<file path="config.mk">
export PLATFORM = sky130hd
export DESIGN_NAME = irq_controller
export DESIGN_NICKNAME = d
export VERILOG_FILES = /design/src/rtl/irq_pkg.sv /design/src/rtl/irq_sync.sv /design/src/rtl/irq_controller.sv
export SDC_FILE = /design/constraint.sdc
export NUM_CORES = 1
export LEC_CHECK = 0
export CAP_MARGIN = 10
export CORE_MARGIN = 3
export CORE_UTILIZATION = 46
export DETAILED_ROUTE_END_ITERATION = 8
export GPL_TIMING_DRIVEN = 1
export PLACE_DENSITY_LB_ADDON = 0.15
export SYNTH_ARGS = -nofsm -noshare
export SYNTH_HDL_FRONTEND = slang
export SYNTH_SLANG_ARGS = --single-unit
</file>
<file path="constraint.sdc">
create_clock -name clk -period 1.75 [get_ports clk]
set_input_delay 0.175 -clock clk [delete_from_list [all_inputs] [get_ports clk]]
set_output_delay 0.175 -clock clk [all_outputs]
set_load 0.05 [all_outputs]
</file>
<file path="src/rtl/irq_pkg.sv">
// Shared definitions for the platform interrupt controller: register
// offsets, handshake state encoding and the claim ID width.
package irq_pkg;

    localparam logic [3:0] IRQ_ENABLE  = 4'h0;
    localparam logic [3:0] IRQ_EDGE    = 4'h4;
    localparam logic [3:0] IRQ_PENDING = 4'h8;
    localparam logic [3:0] IRQ_CLAIM   = 4'hC;

    localparam int IRQ_ID_W = 5;

    typedef enum logic [1:0] {
        IDLE    = 2'd0,
        ASSERT  = 2'd1,
        SERVICE = 2'd2
    } irq_state_e;

endpackage

</file>
<file path="src/rtl/irq_sync.sv">
// Multi-flop synchroniser for one asynchronous request line, followed by a
// one-cycle delay so a rising edge of the synchronised level can be flagged.
module irq_sync #(
    parameter int SYNC_STAGES = 2
) (
    input  logic clk,
    input  logic rst,
    input  logic async_in,
    output logic sync_out,
    output logic rise
);

    logic [SYNC_STAGES-1:0] sync_q;
    logic [SYNC_STAGES-1:0] sync_d;
    logic                   delay_q;
    logic                   delay_d;

    // Shift the raw input through the synchroniser chain and keep the previous level.
    always_comb begin
        sync_d  = {sync_q[SYNC_STAGES-2:0], async_in};
        delay_d = sync_q[SYNC_STAGES-1];
    end

    // Synchroniser and delay flops, cleared by the active-low synchronous reset.
    always_ff @(posedge clk) begin
        if (!rst) begin
            sync_q  <= '0;
            delay_q <= 1'b0;
        end else begin
            sync_q  <= sync_d;
            delay_q <= delay_d;
        end
    end

    assign sync_out = sync_q[SYNC_STAGES-1];
    assign rise     = sync_q[SYNC_STAGES-1] & ~delay_q;

endmodule

</file>
<file path="src/rtl/irq_controller.sv">
// Platform interrupt controller: synchronises external request lines,
// latches them as level or edge pending bits, picks the lowest-index enabled
// request and runs the ack / claim / complete handshake with the core.
module irq_controller
    import irq_pkg::*;
#(
    parameter int NUM_SRC     = 8,
    parameter int SYNC_STAGES = 2
) (
    input  logic                clk,
    input  logic                rst,
    input  logic [NUM_SRC-1:0]  irq_src,
    input  logic                irq_ack,
    input  logic                cfg_we,
    input  logic                cfg_re,
    input  logic [3:0]          cfg_addr,
    input  logic [31:0]         cfg_wdata,
    output logic [31:0]         cfg_rdata,
    output logic                interrupt,
    output logic [IRQ_ID_W-1:0] irq_id
);

    logic [NUM_SRC-1:0]  s_lvl;
    logic [NUM_SRC-1:0]  s_rise;

    logic [NUM_SRC-1:0]  enable_q,  enable_d;
    logic [NUM_SRC-1:0]  edge_q,    edge_d;
    logic [NUM_SRC-1:0]  pending_q, pending_d;
    irq_state_e          state_q,   state_d;
    logic                interrupt_q, interrupt_d;
    logic [IRQ_ID_W-1:0] irq_id_q,  irq_id_d;

    logic [NUM_SRC-1:0]  req;
    logic [NUM_SRC-1:0]  win_mask;
    logic [IRQ_ID_W-1:0] win_id;
    logic [NUM_SRC-1:0]  clr_mask;
    logic [NUM_SRC-1:0]  wdata_src;

    logic wr_enable;
    logic wr_edge;
    logic wr_pending;
    logic ack_take;
    logic claim_done;
    logic unused_cfg;

    for (genvar i = 0; i < NUM_SRC; i++) begin : g_sync
        irq_sync #(
            .SYNC_STAGES (SYNC_STAGES)
        ) u_sync (
            .clk      (clk),
            .rst      (rst),
            .async_in (irq_src[i]),
            .sync_out (s_lvl[i]),
            .rise     (s_rise[i])
        );
    end

    // Reads have no side effects, so the read strobe and unused write bits are only sunk here.
    assign unused_cfg = ^{cfg_re, cfg_wdata};

    assign wdata_src  = cfg_wdata[NUM_SRC-1:0];
    assign wr_enable  = cfg_we && (cfg_addr == IRQ_ENABLE);
    assign wr_edge    = cfg_we && (cfg_addr == IRQ_EDGE);
    assign wr_pending = cfg_we && (cfg_addr == IRQ_PENDING);
    assign ack_take   = (state_q == ASSERT) && irq_ack;
    assign claim_done = (state_q == SERVICE) && cfg_we && (cfg_addr == IRQ_CLAIM) &&
                        (cfg_wdata[IRQ_ID_W-1:0] == irq_id_q);

    assign req = pending_q & enable_q;

    // Priority encoder: scanning downward lets the lowest requesting index win.
    always_comb begin
        win_id   = '0;
        win_mask = '0;
        for (int i = NUM_SRC - 1; i >= 0; i--) begin
            if (req[i]) begin
                win_id      = IRQ_ID_W'(i + 1);
                win_mask    = '0;
                win_mask[i] = 1'b1;
            end
        end
    end

    // Register file next values; edge pending bits give a new edge priority over any clear.
    always_comb begin
        enable_d = enable_q;
        edge_d   = edge_q;
        if (wr_enable) begin
            enable_d = wdata_src;
        end
        if (wr_edge) begin
            edge_d = wdata_src;
        end
        clr_mask  = (wr_pending ? wdata_src : '0) | (ack_take ? win_mask : '0);
        pending_d = (edge_q & (s_rise | (pending_q & ~clr_mask))) | (~edge_q & s_lvl);
        if (wr_edge) begin
            pending_d = pending_d & ~(edge_q ^ wdata_src);
        end
    end

    // Handshake next-state logic.
    always_comb begin
        state_d = state_q;
        case (state_q)
            IDLE: begin
                if (|req) begin
                    state_d = ASSERT;
                end
            end
            ASSERT: begin
                if (irq_ack) begin
                    state_d = SERVICE;
                end else if (req == '0) begin
                    state_d = IDLE;
                end
            end
            SERVICE: begin
                if (claim_done) begin
                    state_d = IDLE;
                end
            end
            default: begin
                state_d = IDLE;
            end
        endcase
    end

    // Registered outputs: interrupt follows the upcoming state, irq_id latches on ack.
    always_comb begin
        interrupt_d = (state_d == ASSERT);
        irq_id_d    = irq_id_q;
        if (ack_take) begin
            irq_id_d = win_id;
        end else if (claim_done) begin
            irq_id_d = '0;
        end
    end

    // All controller state, cleared together by the active-low synchronous reset.
    always_ff @(posedge clk) begin
        if (!rst) begin
            enable_q    <= '0;
            edge_q      <= '0;
            pending_q   <= '0;
            state_q     <= IDLE;
            interrupt_q <= 1'b0;
            irq_id_q    <= '0;
        end else begin
            enable_q    <= enable_d;
            edge_q      <= edge_d;
            pending_q   <= pending_d;
            state_q     <= state_d;
            interrupt_q <= interrupt_d;
            irq_id_q    <= irq_id_d;
        end
    end

    // MMIO read mux, combinational from the offset; unmapped offsets read zero.
    always_comb begin
        cfg_rdata = '0;
        case (cfg_addr)
            IRQ_ENABLE:  cfg_rdata = {{(32-NUM_SRC){1'b0}}, enable_q};
            IRQ_EDGE:    cfg_rdata = {{(32-NUM_SRC){1'b0}}, edge_q};
            IRQ_PENDING: cfg_rdata = {{(32-NUM_SRC){1'b0}}, pending_q};
            IRQ_CLAIM:   cfg_rdata = {{(32-IRQ_ID_W){1'b0}}, irq_id_q};
            default:     cfg_rdata = '0;
        endcase
    end

    assign interrupt = interrupt_q;
    assign irq_id    = irq_id_q;

endmodule

</file>
# --- After elaboration in Yosys (flattened, before gate mapping) ---
# Cells that the tools add are included.
classes:
  bitwise_logic: 28
  n_eq_ne: 7
  n_reduce_logical: 12
  mux: 27
ops:
  columns: ["operator", "count"]
  rows:
  - ["2-to-1 mux 8 bit", 11]
  - ["2-to-1 mux 5 bit", 9]
  - ["AND 8 bit", 5]
  - ["case mux 8 bit (4 select lines)", 1]
  - ["inverter 8 bit", 3]
  - ["bitwise OR 8 bit", 3]
  - ["AND 1 bit", 8]
  - ["== test 4 bit, second input constant", 2]
  - ["zero test 8 bit", 1]
  - ["2-to-1 mux 2 bit", 4]
  - ["inverter 1 bit", 8]
  - ["OR reduction 8 bit", 1]
  - ["XOR 8 bit", 1]
  - ["logical AND 1 bit", 7]
  - ["case mux 2 bit (3 select lines)", 1]
  - ["== test 5 bit", 1]
  - ["== test 2 x 1 -> 1 bit, second input constant", 2]
  - ["== test 4 x 3 -> 1 bit, second input constant", 1]
  - ["zero test 4 bit", 1]
  - ["2-to-1 mux 4 bit", 1]
  - ["== test 2 bit, second input constant", 1]
  - ["zero test 2 bit", 1]
  - ["nonzero test 2 bit", 1]
word_totals:
  out_inout_bits: 38
  reg_bits: 56
  elab_cells: 96

# --- Longest topological paths before layout ---
# Gate-level depths: netlist of run 1.
depth:
  ltp_word: 18
  ltp_mapped: 6

# --- By module ---
# From an unflattened synthesis of run 1, not the netlist that was laid out.
hier_totals:
  cells_unflattened: 309
  area_unflattened_um2: 2775.2
modules_own_cells:
  columns: ["mod", "area_per_inst_um2", "cells_each", "n_inst"]
  rows:
  - ["irq_controller", 2034.5, 253, 1]
  - ["irq_sync", 92.6, 7, 8]

# --- Least setup slack after synthesis of run 1 ---
# No wires, ideal clock.
synth_path:
  path_type: "reg2out"
  startpoint: "register irq_id_q[1], in the netlist irq_id[1]"
  endpoint: "output port cfg_rdata[1]"
  slack_ns: -0.121
  path_stages_with_launch: 3
  arrival_ns: 1.696
  n_path_buf: 0
  path_cell_list: "dfxtp_1 -> mux4_2 -> nor2b_1"
synth_via:
  elab_chain_len: 1
synth_rtl:
  columns: ["element", "line", "rtl"]
  rows:
  - ["start: declaration", "irq_controller.sv:31", "logic [IRQ_ID_W-1:0] irq_id_q, irq_id_d;"]
  - ["start signal: assignment", "irq_controller.sv:154", "irq_id_q <= irq_id_d;"]
  - ["case mux 8 bit (4 select lines)", "irq_controller.sv:161", "case (cfg_addr)"]
  - ["end: declaration", "irq_controller.sv:18", "output logic [31:0] cfg_rdata,"]
# Every way passes these cells.

# --- Worst setup path after layout of run 1 ---
layout_path:
  startpoint: "register irq_id_q[3], in the netlist irq_id[3]"
  endpoint: "output port cfg_rdata[3]"
# The elaborated chain is that of the path after synthesis.

==> out/metrics.csv, run 1 <==
metric,value,unit
Peak Freq,0.597,GHz
dpl cells,401,
synth top area cells,"dfxtp_1 (42%), buf_4 (7.1%), mux2i_1 (6.5%), and2_1 (5.7%), nor2_1 (3.7%)",
placed inst area,0.00317,sq mm
hold_sp,g_sync[1].u_sync.sync_q[0],
power consumption,2.38,mW
post-synthesis cell type count,45,
Worst-Margin Slew,0.514,ns
DR vias,2180,
Vias/cell,5.33,
Seq pwr share,0.546,
top-area cell type share of the netlist area,0.419,
run status,finished clean,
clk buf depth,2,
ys async rst share,0,
detailed placer's ending HPWL,4470,microns
Crit Path Class,reg -> out,
Synth Cell Area,0.00263,sq mm
most frequent cells in the layout,"dfxtp_1 (55), nor2_1 (26), conb_1 (25)",
fin crit share,0.958,
Post-DRT Antenna Nets,0,
synth warn,0,
Layout Cells excl Fill,409,
first-pass GRT wire length,9760,microns
crit end category,primary output,
Pins Over Slew Limit,0,
crit-path max FO,4,
gr ovfl total,0,
cell taking the most area after synthesis,dfxtp_1,
root buffer cell,clkbuf_8,
Avg Inst Size Synth,9.26,sq um
"flops & latches, synth",55,
leak pwr,1.34,nW
crit path from,irq_id[3],
H-tree Lvls,2,
r2r setup slk,0.26,ns
Worst Setup Start Kind,register,
vias in the first global route,1961,
total clock sinks,55,
largest net degree at the start of global routing,35,
clk_lat worst skew,0.30,ns
FF-to-FF Start,irq_id[3],
top_reg_cell synth,dfxtp_1,
core footprint,0.00530,sq mm
clock share of power,0.310,
register area share after synthesis,0.419,
io pins,87,
pre-CTS setup slack,-0.113,ns
utilization after layout,0.621,
initial antenna violation count,0,
Cells after Synth,284,
Die W,81.6,microns
Internal Power,1.73,mW
number of flops mapped to enable cells by yosys,0,
Final min period,1.68,ns
final setup fails,0,
Die H,81.6,microns
hold crit path type,reg -> reg,
Fillers,464,
"critical path, cell by cell","mux4_2, nor2b_2, buf_6",
fraction of layout cells with a size suffix above 1,0.162,
DRC Markers,0,
RSZ-0062 raised after global routing,false,
Sw Ratio,0.274,
combinational share of power,0.144,
gpl congestion,0.855,
slew margin rel.,0.657,
Final WS setup,0.0738,ns
Routed WL,6050,microns
clock slew at reported path FFs,0.10,ns
critical path's slowest cell,mux4_2,
max-cap violation count,0,
Power per Cell Area,722,mW/mm^2
P&R area growth vs syn,25.3,%
VDD IR max,0.570,mV
"most common cell after layout, fill and taps aside",dfxtp_1,
WP data arrival,1.50,ns
starting density of the core,0.496,
I/O Buffers,36,
final instance area,0.00329,sq mm
Die ar.,0.00666,sq mm
switching pwr,651,uW
number of buffers created by CTS,5,
"Req. time, crit path",1.57,ns
router iterations before antenna repair,4,
Detailed Route Iter0 Violations,130,
Worst Skew,0.00836,ns
Nets,387,
drt wl/cell,14.8,microns
row count,26,
CP peak stage delay,0.50,ns
antenna cells,0,
gr usage total,0.192,
CTS tree,yes,
Final Hold Viols,0,
[Yosys cell counts, types with 4 or more instances]
cell,instances
clkbuf_1,8
inv_1,4
mux4_2,4
and2_1,24
nor3b_1,4
mux2i_1,17
xor2_1,4
a21oi_1,11
nor2_1,26
a21boi_0,5
o22ai_1,4
a2111oi_0,4
nor2b_1,7
a21o_1,4
nand2_1,19
a32oi_1,4
dfxtp_1,55
nand3_1,11
buf_4,25
[worst paths after layout]
path,endpoint,cells past startpoint
worst max-delay path,cfg_rdata[3],3
worst min register to register,g_sync[1].u_sync.sync_q[1],1
worst min-delay path,g_sync[1].u_sync.sync_q[1],1
worst max register to register,irq_id[1],4
[power by group through the flow]
stage / Clock (mW) / Combinational, mW / Sequential (mW)
global placement: 0 / 0.338 / 1.33
floorplan: 0 / 0.260 / 1.32
detailed placement: 0 / 0.341 / 1.33
finish: 0.737 / 0.343 / 1.30
CTS: 0.758 / 0.344 / 1.30
global route: 0.802 / 0.367 / 1.30
[through the flow]
stage / setup TNS [ns] / hold WS, ns
global route: 0 / 0.454
floorplan: 0 / 0.271
detailed placement: -1.38 / 0.420
finish: 0 / 0.438
global placement: -0.971 / 0.415
CTS: 0 / 0.435
[sequential cells by signal, summed over array words and instances, names as in the netlist]
signal                 flops
edge_q                     8
enable_q                   8
g_sync.u_sync.delay_q      8
g_sync.u_sync.sync_q      16
interrupt                  1
irq_id                     4
pending_q                  8
state_q                    2
[repair_timing]
action	4_1_cts	5_1_grt
buffers inserted	0	0
gates resized for setup	8	1
hold buffers	0	0
endpoints found under the setup margin	8	1
[cells by family (layout without fill, tap and decap cells)]
family | count (synthesis) | after routing | synth area share
AOI/OAI and AO/OA | 53 | 53 | 0.146
xor gates and xnor gates | 5 | 5 | 0.0167
buffers and inverters | 41 | 72 | 0.0985
DFF | 55 | 55 | 0.419
muxes | 21 | 21 | 0.0990
other | 1 | 25 | 0.00143
and+or+nand+nor | 108 | 108 | 0.220
[layer usage]
| layer | track usage | up-vias | share of wire |
|---|---|---|---|
| li1 | - | 1070 | - |
| met1 | 0.260 | 1022 | 0.45 |
| met2 | 0.315 | 84 | 0.47 |
| met3 | 0.0373 | 4 | 0.076 |
| met4 | 0.0515 | 0 | 0.0079 |
| met5 | 0 | - | 0 |
[final cells by class]
class	count	area, sq um	area share
Timing Repair Buffer	60	623	0.189
Tap cell	70	87.6	0.0266
Clock buffer	6	82.6	0.0251
Clock inverter	2	16.3	0.00494
Multi-Input combinational cell	212	1370	0.415
Inverter	4	15.0	0.00456
Sequential cell	55	1100	0.334
[critical path: cells and delay by family (launching register included)]
family	cells	cell delay (ns)
and+or+nand+nor	1	0.17
muxes	1	0.50
buffers and inverters	1	0.15
DFF	1	0.37
Note: power is estimated with default switching activity, not from simulation.
==> inputs of run 2 (changes only) <==
--- a/config.mk
+++ b/config.mk
@@ -11,6 +11,7 @@
 export DETAILED_ROUTE_END_ITERATION = 8
 export GPL_TIMING_DRIVEN = 1
 export PLACE_DENSITY_LB_ADDON = 0.15
+export REMOVE_ABC_BUFFERS = 1
 export SYNTH_ARGS = -nofsm -noshare
 export SYNTH_HDL_FRONTEND = slang
 export SYNTH_SLANG_ARGS = --single-unit
==> run 2 against run 1 <==
Compared with the run above: count of clock-buffer cells in the layout decreased by 1; global-route usage grew 0.14 points; setup slack got worse by 0.0095 ns; first-iteration DRC count shrank 14%; sequential cell count is the same; sequential share of layout area decreased by 0.21 points; highest routed layer unchanged; non-clock buffer count grew 8; register-to-register slack got worse by 0.08 ns; largest power group unchanged; critical path depth did not move; cell count rose by 1.7%.
==> out/metrics.csv, run 2 (synthesized netlist as in run 1, its figures left out) <==
metric,value,unit,change
root buffer cell,clkbuf_8,,unchanged
"critical path, cell by cell","mux4_2, nor2b_1, buf_4",,"was mux4_2, nor2b_2, buf_6"
total clock sinks,55,,unchanged
Vias/cell,5.21,,was 5.33
clock slew at reported path FFs,0.10,ns,about the same
Seq pwr share,0.528,,was 0.546
Register Area,0.00110,sq mm,unchanged
"most common cell after layout, fill and taps aside",dfxtp_1,,unchanged
Pins Over Slew Limit,0,,unchanged
VDD IR max,0.545,mV,was 0.570 mV
leak pwr,1.37,nW,was 1.34 nW
Routed WL,6000,microns,was 6050 microns
setup TNS,0,ns,unchanged
max reg flops,16,,unchanged
Die ar.,0.00666,sq mm,unchanged
Power per Cell Area,742,mW/mm^2,was 722 mW/mm^2
Crit Path Class,reg -> out,,unchanged
Internal Power,1.82,mW,was 1.73 mW
gr ovfl total,0,,unchanged
vias in the first global route,2092,,was 1961
crit path from,irq_id[1],,was irq_id[3]
H-tree Lvls,2,,unchanged
Detailed Route Iter0 Violations,112,,was 130
crit-path max FO,4,,unchanged
Worst-Margin Slew,0.625,ns,was 0.514 ns
Hold Slack,0.434,ns,was 0.438 ns
dpl cells,409,,was 401
Multi-input gate area,0.00136,sq mm,was 0.00137 sq mm
Fillers,483,,was 464
io pins,87,,unchanged
Largest Register,g_sync.u_sync.sync_q,,unchanged
FF-to-FF Start,irq_id[1],,was irq_id[3]
DR vias,2167,,was 2180
number of buffers created by CTS,5,,unchanged
Final Hold Viols,0,,unchanged
Die H,81.6,microns,unchanged
"delay-heaviest family, CP",multiplexers,,unchanged
row count,26,,unchanged
hold crit path type,reg -> reg,,unchanged
Final min period,1.69,ns,was 1.68 ns
DRC Markers,0,,unchanged
final instance area,0.00332,sq mm,was 0.00329 sq mm
run status,finished clean,,unchanged
Peak Freq,0.593,GHz,was 0.597 GHz
max-cap violation count,0,,unchanged
placed inst area,0.00320,sq mm,was 0.00317 sq mm
largest net degree at the start of global routing,24,,was 35
most frequent cells in the layout,"dfxtp_1 (55), buf_4 (35), nor2_1 (26)",,"was dfxtp_1 (55), nor2_1 (26), conb_1 (25)"
antenna cells,0,,unchanged
CTS Hold Buffers Added,0,,unchanged
utilization after layout,0.625,,was 0.621
Layout Cells excl Fill,416,,was 409
Final WS setup,0.0643,ns,was 0.0738 ns
Sw Ratio,0.258,,was 0.274
first-pass GRT wire length,9960,microns,was 9760 microns
initial antenna violation count,0,,unchanged
final setup fails,0,,unchanged
fin crit share,0.963,,was 0.958
gr usage total,0.194,,was 0.192
Worst Skew,0.0101,ns,was 0.00836 ns
clk_lat worst skew,0.31,ns,was 0.30 ns
gpl congestion,0.831,,was 0.855
detailed placer's ending HPWL,4590,microns,was 4470 microns
core footprint,0.00530,sq mm,unchanged
Die W,81.6,microns,unchanged
P&R area growth vs syn,26.1,%,was 25.3%
hold_sp,g_sync[6].u_sync.sync_q[0],,was g_sync[1].u_sync.sync_q[0]
crit path buf inv count,1,,unchanged
Post-DRT Antenna Nets,0,,unchanged
"Req. time, crit path",1.57,ns,about the same
clock share of power,0.331,,was 0.310
Worst Setup Start Kind,register,,unchanged
CP peak stage delay,0.49,ns,was 0.50 ns
RSZ-0062 raised after global routing,false,,unchanged
CTS tree,yes,,unchanged
critical path's slowest cell,mux4_2,,unchanged
slew margin rel.,0.581,,was 0.657
drt wl/cell,14.4,microns,was 14.8 microns
crit end category,primary output,,unchanged
router iterations before antenna repair,4,,unchanged
power consumption,2.46,mW,was 2.38 mW
starting density of the core,0.496,,unchanged
combinational share of power,0.141,,was 0.144
fraction of layout cells with a size suffix above 1,0.168,,was 0.162
clk buf depth,2,,unchanged
switching pwr,635,uW,was 651 uW
Nets,395,,was 387
pre-CTS setup slack,-0.167,ns,was -0.113 ns
WP data arrival,1.51,ns,was 1.50 ns
I/O Buffers,36,,unchanged
run 2: changes by cell type in the layout (fill, tap and decap cells not counted):
cell	before	now
clkinv_4	1	0
nor2b_1	3	7
bufinv_16	0	1
buf_12	7	5
buf_6	6	3
clkbuf_8	6	5
nor2b_2	4	0
buf_4	22	35
run 2: area by class of cell:
class / count / area share
Clock buffer: 5 / 0.0208
Inverter: 4 / 0.00453
Clock inverter: 2 / 0.0113
Tap cell: 70 / 0.0264
Sequential cell: 55 / 0.332
Timing Repair Buffer: 68 / 0.195
Multi-Input combinational cell: 212 / 0.410
run 2: routing by layer:
metal / GRT usage / up-vias / share of wire
li1: - / 1079 / -
met1: 0.252 / 1021 / 0.47
met2: 0.333 / 60 / 0.47
met3: 0.0373 / 7 / 0.052
met4: 0.0432 / 0 / 0.010
met5: 0 / - / 0
run 2: power by group through the flow:
stage / sequential, mW / clock (mW) / combinational [mW]
CTS: 1.30 / 0.839 / 0.345
detailed placement: 1.33 / 0 / 0.344
floorplan: 1.32 / 0 / 0.196
global placement: 1.33 / 0 / 0.340
global route: 1.30 / 0.876 / 0.371
finish: 1.30 / 0.815 / 0.347
run 2: path summary, 6_finish.rpt:
| path | endpoint | depth (start not counted) | slack [ns] |
|---|---|---|---|
| max | cfg_rdata[1] | 3 | 0.06 |
| min | g_sync[6].u_sync.sync_q[1] | 1 | 0.43 |
| max reg2reg | irq_id[1] | 4 | 0.18 |
| min reg2reg | g_sync[6].u_sync.sync_q[1] | 1 | 0.43 |
run 2: what timing repair did:
| action | 4_1_cts | 5_1_grt |
|---|---|---|
| setup buffers | 0 | 0 |
| setup endpoints to repair | 8 | 1 |
| resized for setup | 5 | 1 |
==> inputs of run 3 (changes only) <==
--- a/config.mk
+++ b/config.mk
@@ -6,8 +6,10 @@
 export NUM_CORES = 1
 export LEC_CHECK = 0
 export CAP_MARGIN = 10
+export CELL_PAD_IN_SITES_DETAIL_PLACEMENT = 1
+export CELL_PAD_IN_SITES_GLOBAL_PLACEMENT = 1
 export CORE_MARGIN = 3
-export CORE_UTILIZATION = 46
+export CORE_UTILIZATION = 34
 export DETAILED_ROUTE_END_ITERATION = 8
 export GPL_TIMING_DRIVEN = 1
 export PLACE_DENSITY_LB_ADDON = 0.15
==> run 3 against run 2 <==
Compared with the run above: sequential share of layout area fell by 0.87 points; critical endpoint is now cfg_rdata[2]; maximum frequency fell by 0.29%; die area is 33% higher; sequential cell count is the same; setup slack lost 0.0049 ns; wire length is 14% higher.
==> out/metrics.csv, run 3 (synthesized netlist as in run 1, its figures left out) <==
metric,value,unit,change
clk_lat worst skew,0.30,ns,was 0.31 ns
largest net degree at the start of global routing,35,,was 24
Hold Slack,0.441,ns,was 0.434 ns
hold_sp,g_sync[6].u_sync.sync_q[0],,unchanged
met3 routed WL,396,microns,was 314 microns
Final WS setup,0.0594,ns,was 0.0643 ns
gpl congestion,0.806,,was 0.831
run status,finished clean,,unchanged
crit path to,cfg_rdata[2],,was cfg_rdata[1]
drt wl/cell,15.5,microns,was 14.4 microns
Largest Register,g_sync.u_sync.sync_q,,unchanged
core footprint,0.00737,sq mm,was 0.00530 sq mm
Vias/cell,5.05,,was 5.21
io pins,87,,unchanged
crit-path max FO,4,,unchanged
R2R depth,4,,unchanged
router iterations before antenna repair,4,,unchanged
DRC Markers,0,,unchanged
Die ar.,0.00882,sq mm,was 0.00666 sq mm
initial antenna violation count,0,,unchanged
Die H,93.9,microns,was 81.6 microns
"most common cell after layout, fill and taps aside",dfxtp_1,,unchanged
H-tree Lvls,2,,unchanged
WP data arrival,1.52,ns,was 1.51 ns
fraction of layout cells with a size suffix above 1,0.163,,was 0.168
Die W,93.9,microns,was 81.6 microns
gr ovfl total,0,,unchanged
Worst Skew,0.00938,ns,was 0.0101 ns
Power per Cell Area,778,mW/mm^2,was 742 mW/mm^2
r2r endpoint,irq_id[1],,unchanged
utilization after layout,0.462,,was 0.625
met2 WL,3100,microns,was 2800 microns
max-cap violation count,0,,unchanged
Peak Freq,0.592,GHz,was 0.593 GHz
Final min period,1.69,ns,about the same
first-pass GRT wire length,11200,microns,was 9960 microns
crit path from,irq_id[2],,was irq_id[1]
clk buf depth,2,,unchanged
max reg flops,16,,unchanged
Worst Setup Start Kind,register,,unchanged
Final Hold Viols,0,,unchanged
row count,31,,was 26
detailed placer's ending HPWL,4970,microns,was 4590 microns
most frequent cells in the layout,"dfxtp_1 (55), buf_4 (30), nor2_1 (26)",,"was dfxtp_1 (55), buf_4 (35), nor2_1 (26)"
clock slew at reported path FFs,0.10,ns,about the same
gr usage total,0.163,,was 0.194
hold crit path type,reg -> reg,,unchanged
Crit Path Class,reg -> out,,unchanged
number of buffers created by CTS,5,,unchanged
CP peak stage delay,0.48,ns,was 0.49 ns
crit end category,primary output,,unchanged
FF-to-FF Start,irq_id[3],,was irq_id[1]
Top Layer Used,met4,,unchanged
vias in the first global route,2161,,was 2092
CTS tree,yes,,unchanged
Routed WL,6840,microns,was 6000 microns
root buffer cell,clkbuf_8,,unchanged
CTS Hold Buffers Added,0,,unchanged
critical path's slowest cell,mux4_2,,unchanged
I/O Buffers,36,,unchanged
VDD IR max,0.398,mV,was 0.545 mV
total clock sinks,55,,unchanged
"critical path, cell by cell","mux4_2, nor2b_1, buf_4",,unchanged
Detailed Route Iter0 Violations,65,,was 112
Post-DRT Antenna Nets,0,,unchanged
DR vias,2230,,was 2167
fin crit share,0.966,,was 0.963
r2r setup slk,0.23,ns,was 0.18 ns
pre-CTS setup slack,-0.210,ns,was -0.167 ns
antenna cells,0,,unchanged
final setup fails,0,,unchanged
"Req. time, crit path",1.57,ns,about the same
leak pwr,1.38,nW,was 1.37 nW
Met1 Routed Length,3280,microns,was 2830 microns
starting density of the core,0.357,,was 0.496
Nets,391,,was 395
P&R area growth vs syn,29.5,%,was 26.1%
Pins Over Slew Limit,0,,unchanged
-- run 3: cell count changes in the layout (fill, tap and decap cells not counted) --
| cell | before | now |
|---|---|---|
| clkinvlp_4 | 1 | 0 |
| bufbuf_16 | 0 | 1 |
| buf_12 | 5 | 8 |
| buf_6 | 3 | 1 |
| a311oi_1 | 1 | 0 |
| bufinv_16 | 1 | 2 |
| dlymetal6s2s_1 | 1 | 0 |
| clkbuf_1 | 0 | 1 |
| buf_4 | 35 | 30 |
| a311oi_2 | 0 | 1 |
-- run 3: worst min path at each step --
| stage | to | slack [ns] | cells past startpoint |
|---|---|---|---|
| after global routing | g_sync[1].u_sync.sync_q[0] | 0.44 | 2 |
| after CTS | g_sync[1].u_sync.sync_q[0] | 0.43 | 2 |
| after floorplan | pending_q[3] | 0.27 | 1 |
| final | g_sync[6].u_sync.sync_q[1] | 0.44 | 1 |
| after detailed placement | g_sync[6].u_sync.sync_q[1] | 0.42 | 1 |
| after global placement | g_sync[0].u_sync.sync_q[1] | 0.41 | 1 |
-- run 3: layer usage --
metal | vias up | GRT usage
li1 | 1076 | -
met1 | 1080 | 0.222
met2 | 68 | 0.264
met3 | 6 | 0.0280
met4 | 0 | 0.0433
met5 | - | 0
-- run 3: what timing repair did --
| action | CTS | global route |
|---|---|---|
| buffers inserted | 1 | 0 |
| gates cloned | 1 | 0 |
| endpoints found under the setup margin | 8 | 4 |
| resized for setup | 3 | 1 |
-- run 3: layout make-up --
cell class | count | area, sq um
Timing Repair Buffer | 64 | 667
Sequential cell | 55 | 1100
Clock buffer | 6 | 72.6
Inverter | 4 | 15.0
Fill cell | 873 | 3970
Clock inverter | 2 | 60.1
Multi-Input combinational cell | 212 | 1370
Tap cell | 99 | 124
-- run 3: power by group --
part | total, mW | switching, mW | internal [mW]
sequential | 1.30 | 0.0167 | 1.28
clock | 0.985 | 0.413 | 0.572
combinational | 0.366 | 0.229 | 0.137
total | 2.65 | 0.658 | 1.99
-- run 3: critical path, delay by kind of cell (launching register included) --
| family | cells | cell delay [ns] |
|---|---|---|
| muxes | 1 | 0.48 |
| DFF | 1 | 0.39 |
| buffers and inverters | 1 | 0.19 |
| and+or+nand+nor | 1 | 0.15 |
-- run 3: per-stage QoR --
| stage | setup TNS, ns | power, mW | instance area, sq um | instances |
|---|---|---|---|---|
| after floorplan | -0.485 | 1.52 | 2470 | 271 |
| after global placement | -1.74 | 1.68 | 3220 | 432 |
| after detailed placement | -1.79 | 1.68 | 3220 | 432 |
| after CTS | 0 | 2.67 | 3400 | 442 |
| after global routing | -0.0204 | 2.76 | 3400 | 442 |
| final | 0 | 2.65 | 3400 | 442 |
